--- src/rtl/threshold_edge_detector.sv ---
// Hysteresis + hold-count edge detector on the ADC stream against the sequencer threshold.
// Edge pulses are registered one cycle after the completing sample; no backpressure (stream input).
module threshold_edge_detector #(
  parameter int                DATA_W       = 16,
  parameter logic [DATA_W-1:0] HYST         = 16'd64,
  parameter int                HOLD_SAMPLES = 4
) (
  input  logic              adc_clk,
  input  logic              reset_n,
  input  logic [DATA_W-1:0] adc_data,
  input  logic              adc_valid,
  input  logic [DATA_W-1:0] thresholdoutput,
  input  logic              enable,
  output logic              edgerise_logical,
  output logic              edgefall_logical,
  output logic              level_high,
  output logic [15:0]       edge_count
);

  typedef enum logic [2:0] {
    S_INIT,
    S_LOW,
    S_QUAL_RISE,
    S_HIGH,
    S_QUAL_FALL
  } state_t;

  localparam logic [DATA_W-1:0] MAX_VAL = {DATA_W{1'b1}};
  localparam logic [7:0]        HOLD8   = 8'(HOLD_SAMPLES);

  state_t            state;
  logic [7:0]        cnt;
  logic [DATA_W-1:0] thr_q;
  logic [DATA_W-1:0] upper_q;
  logic [DATA_W-1:0] lower_q;
  logic              band_stale;

  logic [DATA_W:0]   up_sum;
  logic [DATA_W-1:0] upper_nxt;
  logic [DATA_W-1:0] lower_nxt;
  logic              above;
  logic              below;
  logic [7:0]        cnt_inc;
  logic              thr_change;
  logic              run;
  logic              rise_done;
  logic              fall_done;

  always_comb begin
    up_sum     = {1'b0, thr_q} + {1'b0, HYST};
    upper_nxt  = up_sum[DATA_W] ? MAX_VAL : up_sum[DATA_W-1:0];
    lower_nxt  = (thr_q > HYST) ? (thr_q - HYST) : '0;
    above      = adc_data > upper_q;
    below      = adc_data < lower_q;
    cnt_inc    = cnt + 8'd1;
    thr_change = thresholdoutput != thr_q;
    // band registers lag the threshold latch by one cycle; ignore samples until they settle
    run        = !thr_change && enable && adc_valid && !band_stale;
    rise_done  = run && above &&
                 ((state == S_LOW && HOLD8 == 8'd1) || (state == S_QUAL_RISE && cnt_inc == HOLD8));
    fall_done  = run && below &&
                 ((state == S_HIGH && HOLD8 == 8'd1) || (state == S_QUAL_FALL && cnt_inc == HOLD8));
  end

  always_ff @(posedge adc_clk) begin
    if (!reset_n) begin
      state            <= S_INIT;
      cnt              <= '0;
      thr_q            <= '0;
      upper_q          <= '0;
      lower_q          <= '0;
      band_stale       <= 1'b1;
      edgerise_logical <= 1'b0;
      edgefall_logical <= 1'b0;
      level_high       <= 1'b0;
      edge_count       <= '0;
    end else begin
      upper_q          <= upper_nxt;
      lower_q          <= lower_nxt;
      band_stale       <= 1'b0;
      edgerise_logical <= 1'b0;
      edgefall_logical <= 1'b0;
      if (thr_change) begin
        thr_q      <= thresholdoutput;
        band_stale <= 1'b1;
        state      <= S_INIT;
        cnt        <= '0;
      end else if (!enable) begin
        state <= S_INIT;
        cnt   <= '0;
      end else if (rise_done || fall_done) begin
        state            <= rise_done ? S_HIGH : S_LOW;
        level_high       <= rise_done;
        edgerise_logical <= rise_done;
        edgefall_logical <= fall_done;
        cnt              <= '0;
        if (edge_count != 16'hFFFF) edge_count <= edge_count + 16'd1;
      end else if (run) begin
        case (state)
          S_INIT: begin
            if (above) begin
              state      <= S_HIGH;
              level_high <= 1'b1;
            end else if (below) begin
              state      <= S_LOW;
              level_high <= 1'b0;
            end
          end
          S_LOW: begin
            if (above) begin
              cnt   <= 8'd1;
              state <= S_QUAL_RISE;
            end
          end
          S_QUAL_RISE: begin
            if (above) cnt <= cnt_inc;
            else begin
              cnt   <= '0;
              state <= S_LOW;
            end
          end
          S_HIGH: begin
            if (below) begin
              cnt   <= 8'd1;
              state <= S_QUAL_FALL;
            end
          end
          S_QUAL_FALL: begin
            if (below) cnt <= cnt_inc;
            else begin
              cnt   <= '0;
              state <= S_HIGH;
            end
          end
          default: state <= S_INIT;
        endcase
      end
    end
  end

endmodule

--- config.mk ---
export PLATFORM = sky130hd
export DESIGN_NAME = threshold_edge_detector
export DESIGN_NICKNAME = d
export VERILOG_FILES = /design/src/rtl/threshold_edge_detector.sv
export SDC_FILE = /design/constraint.sdc
export NUM_CORES = 1
export LEC_CHECK = 0
export CORE_ASPECT_RATIO = 1.4
export CORE_MARGIN = 2
export CORE_UTILIZATION = 31
export DETAILED_ROUTE_END_ITERATION = 8
export GPL_ROUTABILITY_DRIVEN = 0
export PLACE_DENSITY = 0.58
export SLEW_MARGIN = 0
export SYNTH_ARGS = -nofsm -noshare
export SYNTH_HDL_FRONTEND = slang
export SYNTH_SLANG_ARGS = --single-unit
--- constraint.sdc ---
create_clock -name adc_clk -period 5.1 [get_ports adc_clk]
set_clock_uncertainty 0.15 [all_clocks]
set_input_delay 1.275 -clock adc_clk [delete_from_list [all_inputs] [get_ports adc_clk]]
set_output_delay 1.275 -clock adc_clk [all_outputs]
set_load 0.05 [all_outputs]
==> impl_metrics.py <==
metrics = {
    "clocking": {
        "holdBufCountCts": 0,
        "insertion_delay_ns": 0.34,
        "htree_levels": 3,
        "post_cts_buffers": 0,
        "cts_made_buffers": 9,
        "cts_sinks": 79,
        "cts_buffer_depth": 2,
        "clk_pin_slew_worst_paths_ns": 0.06,
        "cts_tree": "built",
        "cts-root-buf": "clkbuf_16",
        "cts_resized": 0,
    },
    "floorplanning": {
        "row_count": 52,
        "ioPinCount": 55,
        "die-area_mm2": 0.0156,
        "fp.dieW_um": 106,
        "die_h_um": 147,
        "design.core.area_mm2": 0.0144,
        "initial_core_util": 0.315,
    },
    "critical_path": {
        "crit_fanout": 11,
        "path_cells": "clkdlybuf4s50_1, ha_1, nand4_1, or3_1, a21oi_1, or4_1, nand3_2, a2111o_1, nor4_1, o21bai_1",
        "end_kind": "register",
        "worstSetupStartpointType": "input pin",
        "crit_arrival_ns": 4.18,
        "slowest_delay_ns": 0.63,
        "required_ns": 5.22,
        "critPathKind": "in2reg",
        "cp_slowest_cell": "a2111o_1",
    },
    "global_routing": {
        "grt_max_degree": 33,
        "grt_pass1_wl_um": 17300,
        "antenna_found_initial": 0,
        "grt_pass1_vias": 3697,
        "use_met1": 0.164,
        "overflow": 0,
        "top_usage_layer": "met2",
        "use_met2": 0.233,
        "use_met3": 0.0324,
        "grt_usage": 0.136,
    },
    "cells_and_area": {
        "seqCellArea_mm2": 0.00158,
        "drive_gt1_frac": 0.0577,
        "diodes": 0,
        "final_cell_mix": "79 x dfxtp_1, 54 x clkdlybuf4s50_1, 47 x inv_1, 45 x a21oi_1",
        "postLayoutCoreUtil": 0.381,
        "syn2layout_area_growth_pct": 21.0,
        "layout.nets": 640,
        "final_common_cell": "dfxtp_1",
        "multi_input_comb_area_mm2": 0.00262,
        "nFillCells": 1457,
    },
    "sta": {
        "maxSlewViolCount": 0,
        "fin_crit_sh": 0.798,
        "relSlewSlack": 0.437,
        "fmaxAchievable_mhz": 246,
        "worst_slew_pin_slew_ns": 0.842,
        "hold_viol": 0,
        "fin_ws_ns": 1.03,
        "tns_ns": 0,
        "rsz0062_at_grt": "no",
        "fin_crit_ns": 4.07,
        "final-setup-viol-count": 0,
    },
    "routing": {
        "firstDrtPassIters": 5,
        "wire_per_inst_um": 13.5,
        "drtIter0Drc": 280,
        "vias": 3713,
        "drcViolationCount": 0,
        "via_per_inst": 4.88,
        "routed_wl_um": 10300,
        "drtAntennaViolNets": 0,
    },
    "synth": {
        "yosys_warnings": 0,
        "avgSynthCellArea_um2": 8.62,
        "yosysSeqAreaShare": 0.350,
        "syn_inst": 525,
        "synthArstFlopShare": 0,
        "ys_seq_elements": 79,
        "syn-cell-area_mm2": 0.00452,
        "synth_cell_types": 57,
        "synthFlopType": "dfxtp_1",
        "syn-num-nets": 598,
        "synth-edff-count": 0,
    },
    "placement": {
        "place_ws_ns": 0.677,
        "numPortBuffers": 54,
        "dp_hpwl_um": 7920,
    },
    "power": {
        "ir_drop_mv": 0.163,
        "leakagePower_nw": 2.04,
        "power.density_mw_per_mm2": 274,
    },
    "hold_path": {
        "hp-class": "reg2reg",
    },
    "job": {
        "max_cap_violations": 0,
    },
    "outcome": {
        "status": "finished clean",
    },
}
[worst max-delay path: cells and delay by family]
| kind | cells | cell delay [ns] |
|---|---|---|
| and+or+nand+nor | 5 | 1.20 |
| AOI/OAI and AO/OA | 3 | 0.91 |
| buffers and inverters | 1 | 0.46 |
| adders and majority gates | 1 | 0.33 |
[area by class of cell]
class                           count  share of cell area
Inverter                           47              0.0322
Clock inverter                      5              0.0151
Tap cell                          189              0.0432
Clock buffer                       11              0.0425
Timing Repair Buffer               55               0.100
Multi-Input combinational cell    375               0.478
Sequential cell                    79               0.289
[per-layer routing]
metal	vias up	part of all wire
li1	1924	-
met1	1699	0.45
met2	79	0.48
met3	11	0.040
met4	0	0.021
met5	-	0
[logic make-up (layout without fill, tap and decap cells)]
family / after synthesis / in the layout / share of synthesized area
simple gates: 195 / 195 / 0.237
compound gates: 100 / 100 / 0.150
flops: 79 / 79 / 0.350
buf+inv: 71 / 118 / 0.0716
fa+ha+maj: 37 / 37 / 0.102
xor+xnor: 33 / 33 / 0.0672
mux: 10 / 10 / 0.0221
[power breakdown]
| group | internal, W | leakage, nW | switching [W] | total, W |
|---|---|---|---|---|
| sequential | 0.000639 | 0.647 | 0.0000165 | 0.000655 |
| clock | 0.000429 | 0.142 | 0.000248 | 0.000677 |
| combinational | 0.0000852 | 1.25 | 0.0000831 | 0.000168 |
[worst paths after layout]
check	cells past startpoint	startpoint	slack (ns)	to
setup / recovery	10	adc_data[13]	1.03	edge_count[6]$_SDFFE_PN0P_
hold / removal	2	edge_count[11]$_SDFFE_PN0P_	0.33	edge_count[11]$_SDFFE_PN0P_
setup reg to reg	10	upper_q[15]$_SDFF_PN0_	2.12	edge_count[6]$_SDFFE_PN0P_
hold reg to reg	2	edge_count[11]$_SDFFE_PN0P_	0.33	edge_count[11]$_SDFFE_PN0P_
[flip-flops by register name, indices dropped and copies added (netlist names)]
signal	count
edgefall_logical	1
edge_count	16
upper_q	16
level_high	1
state	3
band_stale	1
thr_q	16
edgerise_logical	1
cnt	8
lower_q	16
[cell usage after synthesis (3+ instances only)]
master     n  area [um2]
o21bai_1   5        37.5
a31oi_1    5        31.3
dfxtp_1   79        1580
xor2_1     6        52.6
xnor2_1   25         219
and4_1     3        26.3
nand3b_1   4        30.0
nor2_1    37         139
o21ai_0   10        50.1
a21o_1     4        30.0
a211oi_1   5        37.5
mux2i_1   10         100
nand2_1   33         124
buf_6      6        67.6
ha_1      37         463
buf_2      7        35.0
nand2b_1  11        68.8
o211ai_1   4        30.0
nor4_1     8        50.1
nor3_1    14        70.1
and2_1    16         100
or2_2      3        18.8
nand4_1   20         125
clkbuf_1   9        33.8
nand3_1   19        95.1
and3_1     8        50.1
a21oi_1   45         225
nor3b_1    3        22.5
inv_1     47         176
or3_1      6        37.5
nor2b_1    3        18.8
[through the flow]
stage               area [um2]  cells  hold WS (ns)  total power [W]
floorplan                 4520    525         0.305         0.000778
global placement          5160    745         0.320         0.000833
detailed placement        5160    745         0.326         0.000837
CTS                       5480    761         0.338          0.00152
global route              5480    761         0.366          0.00156
finish                    5480    761         0.333          0.00150
No activity file was read; power rests on OpenSTA's default activity.
